$ cat src/rtl/hazard_ctrl.sv
// Hazard controller for the five-stage MIPS core: tracks E/M/W destination tags and
// result latency, and produces D-stage stall and forward selects plus the md busy counter.
module hazard_ctrl #(
    parameter int unsigned MULT_CYCLES = 5,
    parameter int unsigned DIV_CYCLES  = 10
) (
    input  logic       Clk,
    input  logic       Reset,
    input  logic       D_Valid,
    input  logic [4:0] D_A1,
    input  logic [4:0] D_A2,
    input  logic [1:0] D_Tuse1,
    input  logic [1:0] D_Tuse2,
    input  logic [4:0] D_A3,
    input  logic [1:0] D_Tnew,
    input  logic       D_IsMd,
    input  logic       D_MdStart,
    input  logic       D_MdDiv,
    output logic       Stall,
    output logic [1:0] Fwd1,
    output logic [1:0] Fwd2,
    output logic       MdBusy
);

    localparam int unsigned REG_W = 5;
    localparam int unsigned T_W   = 2;
    localparam int unsigned MD_W  = 4;
    localparam int unsigned FWD_W = 2;

    localparam logic [T_W-1:0]   TUSE_NONE = T_W'(3);
    localparam logic [FWD_W-1:0] FWD_GRF   = FWD_W'(0);
    localparam logic [FWD_W-1:0] FWD_E     = FWD_W'(1);
    localparam logic [FWD_W-1:0] FWD_M     = FWD_W'(2);
    localparam logic [FWD_W-1:0] FWD_W_SEL = FWD_W'(3);

    logic [REG_W-1:0] e_a3_q, e_a3_d;
    logic [T_W-1:0]   e_tnew_q, e_tnew_d;
    logic [REG_W-1:0] m_a3_q, m_a3_d;
    logic [T_W-1:0]   m_tnew_q, m_tnew_d;
    logic [REG_W-1:0] w_a3_q, w_a3_d;
    logic [MD_W-1:0]  md_cnt_q, md_cnt_d;

    logic             stall1_c, stall2_c, stall_c, md_busy_c;
    logic [FWD_W-1:0] fwd1_c, fwd2_c;

    // Nearest-stage tag search for one read port: returns {stall, fwd_sel}.
    // A3 = 0 can never match because a zero source index is filtered first.
    function automatic logic [FWD_W:0] src_eval(
        input logic [REG_W-1:0] a,
        input logic [T_W-1:0]   tuse,
        input logic [REG_W-1:0] ea3,
        input logic [T_W-1:0]   etnew,
        input logic [REG_W-1:0] ma3,
        input logic [T_W-1:0]   mtnew,
        input logic [REG_W-1:0] wa3
    );
        logic             stl;
        logic [FWD_W-1:0] sel;
        stl = 1'b0;
        sel = FWD_GRF;
        if ((a != '0) && (tuse != TUSE_NONE)) begin
            if (ea3 == a) begin
                stl = (etnew > tuse);
                sel = (etnew == '0) ? FWD_E : FWD_GRF;
            end else if (ma3 == a) begin
                stl = (mtnew > tuse);
                sel = (mtnew == '0) ? FWD_M : FWD_GRF;
            end else if (wa3 == a) begin
                sel = FWD_W_SEL;
            end
        end
        return {stl, sel};
    endfunction

    // Hazard decisions and next tag / counter state.
    always_comb begin
        stall1_c  = 1'b0;
        stall2_c  = 1'b0;
        fwd1_c    = FWD_GRF;
        fwd2_c    = FWD_GRF;
        md_busy_c = (md_cnt_q != '0);
        e_a3_d    = '0;
        e_tnew_d  = '0;
        m_a3_d    = e_a3_q;
        m_tnew_d  = (e_tnew_q == '0) ? '0 : e_tnew_q - T_W'(1);
        w_a3_d    = m_a3_q;
        md_cnt_d  = md_cnt_q;

        {stall1_c, fwd1_c} = src_eval(D_A1, D_Tuse1, e_a3_q, e_tnew_q, m_a3_q, m_tnew_q, w_a3_q);
        {stall2_c, fwd2_c} = src_eval(D_A2, D_Tuse2, e_a3_q, e_tnew_q, m_a3_q, m_tnew_q, w_a3_q);

        stall_c = D_Valid & (stall1_c | stall2_c | (D_IsMd & md_busy_c));

        if (D_Valid && !stall_c) begin
            e_a3_d   = D_A3;
            e_tnew_d = D_Tnew;
        end

        // Load on the edge the start enters E so the next D instruction sees busy at once.
        if (D_Valid && D_MdStart && !stall_c) begin
            md_cnt_d = D_MdDiv ? MD_W'(DIV_CYCLES) : MD_W'(MULT_CYCLES);
        end else if (md_cnt_q != '0) begin
            md_cnt_d = md_cnt_q - MD_W'(1);
        end
    end

    always_ff @(posedge Clk or posedge Reset) begin
        if (Reset) begin
            e_a3_q   <= '0;
            e_tnew_q <= '0;
            m_a3_q   <= '0;
            m_tnew_q <= '0;
            w_a3_q   <= '0;
            md_cnt_q <= '0;
        end else begin
            e_a3_q   <= e_a3_d;
            e_tnew_q <= e_tnew_d;
            m_a3_q   <= m_a3_d;
            m_tnew_q <= m_tnew_d;
            w_a3_q   <= w_a3_d;
            md_cnt_q <= md_cnt_d;
        end
    end

    assign Stall  = stall_c;
    assign Fwd1   = fwd1_c;
    assign Fwd2   = fwd2_c;
    assign MdBusy = md_busy_c;

endmodule

$ cat config.mk
export PLATFORM = sky130hd
export DESIGN_NAME = hazard_ctrl
export DESIGN_NICKNAME = d
export VERILOG_FILES = /design/src/rtl/hazard_ctrl.sv
export SDC_FILE = /design/constraint.sdc
export NUM_CORES = 1
export LEC_CHECK = 0
export ABC_CLOCK_PERIOD_IN_PS = 5400
export BUFFER_PORTS_ARGS = -buffer_cell sky130_fd_sc_hd__buf_2
export CAP_MARGIN = 0
export CORE_MARGIN = 1
export CORE_UTILIZATION = 57
export CTS_CLUSTER_DIAMETER = 50
export DETAILED_ROUTE_END_ITERATION = 16
export GPL_TIMING_DRIVEN = 0
export PLACE_DENSITY = 0.83
export SKIP_CTS_REPAIR_TIMING = 1
export SLEW_MARGIN = 25
export SYNTH_ARGS = -nofsm -noshare
export SYNTH_HDL_FRONTEND = slang
export SYNTH_SLANG_ARGS = --single-unit
$ cat constraint.sdc
create_clock -name Clk -period 5.4 [get_ports Clk]
set_clock_uncertainty 0.15 [all_clocks]
set_input_delay 0.27 -clock Clk [delete_from_list [all_inputs] [get_ports Clk]]
set_output_delay 0.27 -clock Clk [all_outputs]
set_load 0.03 [all_outputs]
# [After elaboration in Yosys (flattened, before gate mapping)]
# Index checks and enable logic that the tools add are counted.
[word_totals] in_bits=27 word_cells=58 regBits=23
[classes] eq_ne=8 magnitude_cmp=4 bitwise=4 muxes=22 n_reduce_logical=12 n_addsub=2
[op_table] op="== test 5 bit" n=6
[op_table] op="two-way mux 2 bit" n=11
[op_table] op="two-way mux 4 bit" n=3
[op_table] op="nonzero test 5 bit" n=2
[op_table] op="> comparator 2 bit" n=4
[op_table] op="two-way mux 1 bit" n=7
[op_table] op="logical AND 1 bit" n=5
[op_table] op="two-way mux 5 bit" n=1
[op_table] op="logical NOT 2 bit" n=2
[op_table] op="inequality test 2 bit (second input constant)" n=2
[op_table] op="nonzero test 4 bit" n=1
[op_table] op="subtractor 4 x 1 -> 4 bit (second input constant)" n=1
[op_table] op="AND 1 bit" n=2
[op_table] op="bitwise OR 1 bit" n=2
[op_table] op="nonzero test 2 bit" n=1
[op_table] op="subtractor 2 x 1 -> 2 bit (second input constant)" n=1
[op_table] op="logical NOT 1 bit" n=1

# [Longest topological paths before layout]
# Gate-level depths: netlist (run 1).
[logic_depth] depth_word=10 ltp_mapped=8 ltp_nobuf=8

# [Worst setup path after synthesis (run 1)]
# OpenSTA, ideal clock, no wires.
[synth_path] kind="register -> output" start="register m_tnew_q[1]" end="output Stall" slack_ns=2.936 t_arrival_ns=2.044 stages_incl_launch_ff=6 path_buffers=0 cell_sequence="dfrtp_1 -> ha_1 -> a2111oi_0 -> a22oi_2 -> and4bb_2 -> nor2b_1"
[synth_via] elab_chain_cells=7
[synth_rtl] element="start, declared" line_no="39" rtl="logic [T_W-1:0] m_tnew_q, m_tnew_d;"
[synth_rtl] element="start signal, assigned" line_no="119" rtl="m_tnew_q <= m_tnew_d;"
[synth_rtl] element="> comparator 2 bit" line_no="66" rtl="stl = (mtnew > tuse);"
[synth_rtl] element="two-way mux 1 bit" line_no="65" rtl="end else if (ma3 == a) begin"
[synth_rtl] element="two-way mux 1 bit" line_no="62" rtl="if (ea3 == a) begin"
[synth_rtl] element="two-way mux 1 bit" line_no="61" rtl="if ((a != '0) && (tuse != TUSE_NONE)) begin"
[synth_rtl] element="bitwise OR 1 bit (*) (2 in a row)" line_no="92" rtl="stall_c = D_Valid & (stall1_c | stall2_c | (D_IsMd & md_busy_c));"
[synth_rtl] element="AND 1 bit (*)" line_no="92"
[synth_rtl] element="end, declared" line_no="19" rtl="output logic Stall,"
# Every way passes the cells marked *; elsewhere a longest branch is shown, timed or not.

# [Worst setup path after layout (run 1)]
[layout_path] start="register e_a3_q[4]" end="output Stall"
[layout_via] elab_chain_cells=6
[layout_rtl] element="start, declared" line_no="36" rtl="logic [REG_W-1:0] e_a3_q, e_a3_d;"
[layout_rtl] element="start signal, assigned" line_no="109" rtl="e_a3_q <= '0;"
[layout_rtl] element="start signal, assigned" line_no="116" rtl="e_a3_q <= e_a3_d;"
[layout_rtl] element="== test 5 bit" line_no="62"
[layout_rtl] element="two-way mux 1 bit" line_no="62"
[layout_rtl] element="two-way mux 1 bit" line_no="61"
[layout_rtl] element="bitwise OR 1 bit (*) (2 in a row)" line_no="92"
[layout_rtl] element="AND 1 bit (*)" line_no="92"
# Marks and branches as above.

==> run_results.csv, run 1 <==
group,metric,value,unit
global_route,grt_pass1_vias,1124,
timing,grt_setup_unrepaired,"no",
timing,tightest_slew,0.779,ns
placed_design,dp_hpwl,2.44,mm
timing,tns,0,ns
hold_path,hold_class,"in -> async",
setup_path,path_class,"reg -> out",
outcome,status,"complete, but fails checks",
setup_path,cp-start-kind,"flop",
setup_path,cp_max_fo,8,
die,rows,17,
setup_path,worst-endpoint-arrival,2.66,ns
clock_tree,cts_tree,"built",
cells_and_area,final_util,72.9,%
power,power.internal,0.000307,W
global_route,antenna_found_initial,0,
synth,synthArstFlopShare,100,%
die,pin_count,33,
clock_tree,cts_made_buffers,3,
clock_tree,clk_path_buf_depth,2,
power,peakVddDrop,0.271,mV
timing,maxSlewHeadroom,46.7,%
synth,syn_area_per_cell,9.96,um2
global_route,track_usage,23.6,%
outcome,violations,"hold timing",
clock_tree,clk_pin_slew,0.12,ns
setup_path,regToRegStartpoint,"e_a3_q[4]$_DFF_PP0_",
die,dieHeight,52.7,um
synth,ys_seq_area_share,39.3,%
synth,syn_nets,184,
drt,antenna_left,0,
clock_tree,cts-root-buf,"clkbuf_4",
setup_path,ff2ff_path_depth,6,
global_route,grt_first_pass_wirelength,4.68,mm
global_route,grt_overflow,0,
cells_and_area,syn_to_final_growth,15.4,%
timing,fin_crit_sh,57.0,%
drt,firstDrtPassIters,4,
synth,synthesis.area,1460,um2
synth,synth_edf_count,0,
placed_design,io_buffers,32,
run,maxCapViolations,0,
timing,finalSetupViolations,0,
clock_tree,clk_latency,0.30,ns
synth,netlist_instances,147,
power,p_leak,0.849,nW
clock_tree,cts_sinks,23,
setup_path,worstSetupEndpointType,"primary output",
die,die_w,52.7,um
power,power_density,281,nW/um2
timing,min_period,3.08,ns
drt,initialDrtViolationCount,29,
setup_path,r2r_slack,2.80,ns
drt,drt-total-wl,2.94,mm
setup_path,r2r_end,"md_cnt_q[3]$_DFFE_PP0P_",
timing,max_freq,325,MHz
die,start_util,63.1,%
synth,synth_cell_types,26,
cells_and_area,layout.nets,221,
timing,timing.hold.ws,-0.0465,ns
power,power_frac_clock,16.1,%
die,core_region_area,2320,um2
placed_design,place_congestion,0.959,
die,dieArea,2770,um2
power,p_sw,0.000168,W
synth,yosysWarnings,0,
drt,drc,0,
synth,ys_ff_latch,23,
cells_and_area,drive_gt1_share,22.4,%
power,seqPwrFrac,47.7,%
clock_tree,h-tree-depth,1,
drt,wl_per_cell,13.9,um
timing,finalHoldViolations,23,
synth,yosys_most_used_dff,"dfrtp_1",
power,swShare,35.4,%
setup_path,worst-endpoint-required,4.98,ns
cells_and_area,antenna_cells,0,
drt,vias_per_cell,5.72,
timing,slew_violations,0,
global_route,grt_max_degree,24,
drt,vias,1207,
power,combPwrFrac,36.2,%
==> cells in the mapped netlist, types with 2 or more instances <==
library cell / number / area, um2
a2111oi_0: 3 / 26.3
a21oi_1: 10 / 50.1
and3_1: 7 / 43.8
dfrtp_1: 23 / 576
ha_1: 10 / 125
inv_1: 10 / 37.5
mux2_1: 2 / 22.5
mux2i_1: 2 / 20.0
nand2_1: 11 / 41.3
nand3_1: 4 / 20.0
nor2_1: 8 / 30.0
nor2b_1: 5 / 31.3
nor3_1: 5 / 25.0
nor4_1: 2 / 12.5
o21ai_2: 2 / 17.5
or3_1: 2 / 12.5
or4_1: 2 / 15.0
xnor2_1: 17 / 149
xor2_1: 15 / 131
==> power by group through the flow <==
| stage | Combinational (W) | Sequential (W) | Clock [W] |
|---|---|---|---|
| final | 0.000172 | 0.000226 | 0.0000765 |
| after global routing | 0.000192 | 0.000229 | 0.0000857 |
| after CTS | 0.000173 | 0.000226 | 0.0000797 |
| after detailed placement | 0.000168 | 0.000229 | 0 |
| after global placement | 0.000158 | 0.000228 | 0 |
| after floorplan | 0.000127 | 0.000222 | 0 |
==> metrics by stage <==
stage               cell area, um2  std cells  total power [W]  setup WS (ns)
floorplan                     1460        147         0.000349           2.94
global placement              1660        207         0.000386           2.77
detailed placement            1660        207         0.000398           2.73
CTS                           1690        211         0.000479           2.37
global route                  1690        211         0.000507           2.22
finish                        1690        211         0.000475           2.32
==> metal layers <==
metal	GRT usage, %	up-vias	part of all wire [%]
met4	15.8	0	4.2
met1	31.2	554	43
met5	0	-	0
met3	0.870	13	6.6
met2	37.6	58	47
li1	-	582	-
==> kinds of logic after synthesis <==
group           synth area share [%]
compound gates                  8.80
xor+xnor                        19.1
fa+ha+maj                       8.55
buf+inv                         2.56
flops                           39.3
mux                             2.91
simple gates                    18.7
==> worst max-delay path: stages (launching register included) <==
cell,delay [ns]
dfrtp_1,0.45
xor2_1,0.18
nor3_1,0.25
nand2_1,0.13
a2111oi_0,0.70
and4bb_2,0.35
nor2b_1,0.11
buf_2,0.20
==> worst max path at each step <==
| stage | start | endpoint | slack [ns] | cells after the start |
|---|---|---|---|---|
| 3_5_place_dp | e_a3_q[4]$_DFF_PP0_ | Stall | 2.73 | 7 |
| 4_1_cts | e_a3_q[4]$_DFF_PP0_ | Stall | 2.37 | 7 |
| 3_3_place_gp | e_a3_q[4]$_DFF_PP0_ | Stall | 2.77 | 7 |
| 6_report | e_a3_q[4]$_DFF_PP0_ | Stall | 2.32 | 7 |
| 2_1_floorplan | m_tnew_q[1]$_DFF_PP0_ | Stall | 2.94 | 5 |
| 5_1_grt | e_a3_q[4]$_DFF_PP0_ | Stall | 2.22 | 7 |
==> sequential cells by signal, summed over array words and instances (netlist names) <==
signal    cells
e_tnew_q      2
e_a3_q        5
w_a3_q        5
m_tnew_q      2
md_cnt_q      4
m_a3_q        5
==> layout by cell type (no fill, tap or decap), types with 7 or more instances in the layout <==
master / Yosys / layout
a21oi_1: 10 / 10
and3_1: 7 / 7
buf_2: 0 / 32
dfrtp_1: 23 / 23
ha_1: 10 / 10
inv_1: 10 / 10
nand2_1: 11 / 11
nor2_1: 8 / 8
xnor2_1: 17 / 17
xor2_1: 15 / 15
==> final cells by class <==
type                       count  area, um2
clock buffer                   3       22.5
clock inverter                 1       7.51
fill                         183        629
inverter                      10       37.5
multi-input combinational    114        851
sequential                    23        576
tap                           28       35.0
timing repair buffer          32        160
(Power assumes the default switching activity.)
==> run 2: changes to the inputs <==
- ABC_CLOCK_PERIOD_IN_PS: 5400 -> 3130
- CORE_UTILIZATION: 57 -> 53
- PLACE_DENSITY: 0.83 -> 0.78
- clock period: 5.4 -> 3.13 ns (I/O delays scaled with it)
==> run_results.csv, run 2 (same netlist as run 1, synthesis figures left out) <==
group,metric,value,unit
setup_path,cp-start-kind,"flop",
setup_path,worstSetupEndpointType,"flop",
timing,finalSetupViolations,0,
clock_tree,cts-root-buf,"clkbuf_4",
timing,tightest_slew,0.843,ns
cells_and_area,top_regs,"e_a3_q (5), m_a3_q (5), w_a3_q (5)",
clock_tree,h-tree-depth,1,
power,power_density,468,nW/um2
global_route,grt_first_pass_wirelength,5.09,mm
cells_and_area,fin_cells,225,
placed_design,dp_hpwl,2.66,mm
drt,vias,1260,
setup_path,timing.critical_path.buf_inv,1,
cells_and_area,final_common_cell,"buf_2",
drt,initialDrtViolationCount,32,
timing,fin_crit_sh,93.8,%
setup_path,regToRegStartpoint,"e_a3_q[4]$_DFF_PP0_",
power,peakVddDrop,0.472,mV
setup_path,path_class,"reg -> reg",
setup_path,path_delay_family,"simple AND/OR/NAND/NOR gates",
setup_path,max_stage_delay,0.56,ns
drt,antenna_left,0,
setup_path,worst-endpoint-required,3.20,ns
clock_tree,cts_made_buffers,3,
timing,min_period,2.94,ns
global_route,track_usage,25.0,%
die,core_region_area,2540,um2
setup_path,ff2ff_path_depth,7,
setup_path,critical_path.endpoint,"e_a3_q[1]$_DFF_PP0_",
drt,vias_per_cell,5.60,
timing,timing.hold.ws,-0.00947,ns
clock_tree,cts_sinks,23,
die,die_w,54.6,um
setup_path,crit_path_cell_trace,"xor2_1, nor3_1, nand2_1, a2111oi_1, and4bb_2, and3_1, dlygate4sd3_1",
placed_design,place_congestion,0.816,
outcome,status,"complete, but fails checks",
timing,grt_setup_unrepaired,"no",
die,start_util,57.5,%
cells_and_area,final_cell_mix,"32 x buf_2, 23 x dfrtp_1, 17 x xnor2_1",
drt,wl_per_cell,15.3,um
timing,slew_violations,0,
setup_path,r2r_end,"e_a3_q[1]$_DFF_PP0_",
drt,drc,0,
power,p_leak,0.906,nW
drt,firstDrtPassIters,4,
setup_path,r2r_slack,0.19,ns
global_route,grt_max_degree,24,
global_route,antenna_found_initial,0,
die,rows,18,
clock_tree,cts_tree,"built",
cells_and_area,syn_to_final_growth,23.6,%
clock_tree,clk_latency,0.33,ns
die,pin_count,33,
cells_and_area,layout.nets,233,
setup_path,cp.depth,7,
timing,tns,0,ns
cells_and_area,drive_gt1_share,20.5,%
setup_path,startpoint,"e_a3_q[4]$_DFF_PP0_",
clock_tree,clk_pin_slew,0.12,ns
placed_design,dp.cells,209,
setup_path,cp_slowest_cell,"dlygate4sd3_1",
placed_design,io_buffers,32,
run,maxCapViolations,0,
setup_path,worst-endpoint-arrival,3.01,ns
setup_path,cp_max_fo,8,
timing,finalHoldViolations,1,
die,dieHeight,54.6,um
die,dieArea,2980,um2
clock_tree,clk_path_buf_depth,2,
global_route,grt_pass1_vias,1166,
cells_and_area,final_util,71.1,%
drt,drt-total-wl,3.45,mm
cells_and_area,antenna_cells,0,
timing,max_freq,340,MHz
outcome,violations,"hold timing",
hold_path,hold_class,"in -> reg",
global_route,grt_overflow,0,
timing,maxSlewHeadroom,43.7,%
run 2: cell types whose count changed in the layout (fill, tap and decap cells not counted):
cell           previous run  this run
dlygate4sd3_1             0        12
a2111oi_0                 3         2
a2111oi_1                 0         1
clkbuf_1                  0         1
clkinvlp_4                1         0
run 2: worst min-delay path by stage:
stage,startpoint,depth (start not counted),to,slack (ns)
after detailed placement,Reset,2,w_a3_q[4]$_DFF_PP0_,0.22
after floorplan,Reset,1,e_a3_q[0]$_DFF_PP0_,0.008
after CTS,Reset,2,m_a3_q[1]$_DFF_PP0_,-0.13
after global placement,Reset,2,md_cnt_q[3]$_DFFE_PP0P_,0.21
after global routing,D_Valid,2,e_tnew_q[0]$_DFF_PP0_,0.003
final,D_Valid,2,e_a3_q[0]$_DFF_PP0_,-0.009
run 2: layer usage:
layer | part of all wire, % | up-vias | wire [um] | global-route usage [%]
met3 | 5.2 | 7 | 181 | 2.78
met2 | 54 | 44 | 1860 | 44.3
met5 | 0 | - | 0 | 0
li1 | - | 600 | - | -
met4 | 1.6 | 0 | 56 | 9.83
met1 | 39 | 609 | 1350 | 30.6
run 2: layout make-up:
type                       count  area (um2)
tap                           30        37.5
timing repair buffer          44         280
clock buffer                   4        26.3
multi-input combinational    114         852
fill                         202         736
sequential                    23         576
inverter                      10        37.5
run 2: report_power, final:
| group | leakage [nW] | total [W] | internal (W) | switching [W] |
|---|---|---|---|---|
| combinational | 0.588 | 0.000312 | 0.000148 | 0.000165 |
| sequential | 0.303 | 0.000390 | 0.000345 | 0.0000450 |
| clock | 0.0150 | 0.000145 | 0.0000501 | 0.0000948 |
run 2: per-stage QoR:
stage,instance area (um2),worst slack [ns],hold slack [ns],total power (W)
global placement,1660,0.681,0.208,0.000666
detailed placement,1660,0.553,0.222,0.000692
finish,1810,0.193,-0.00947,0.000847
CTS,1690,0.186,-0.127,0.000828
floorplan,1460,0.780,0.00842,0.000602
global route,1810,0.0497,0.00253,0.000906
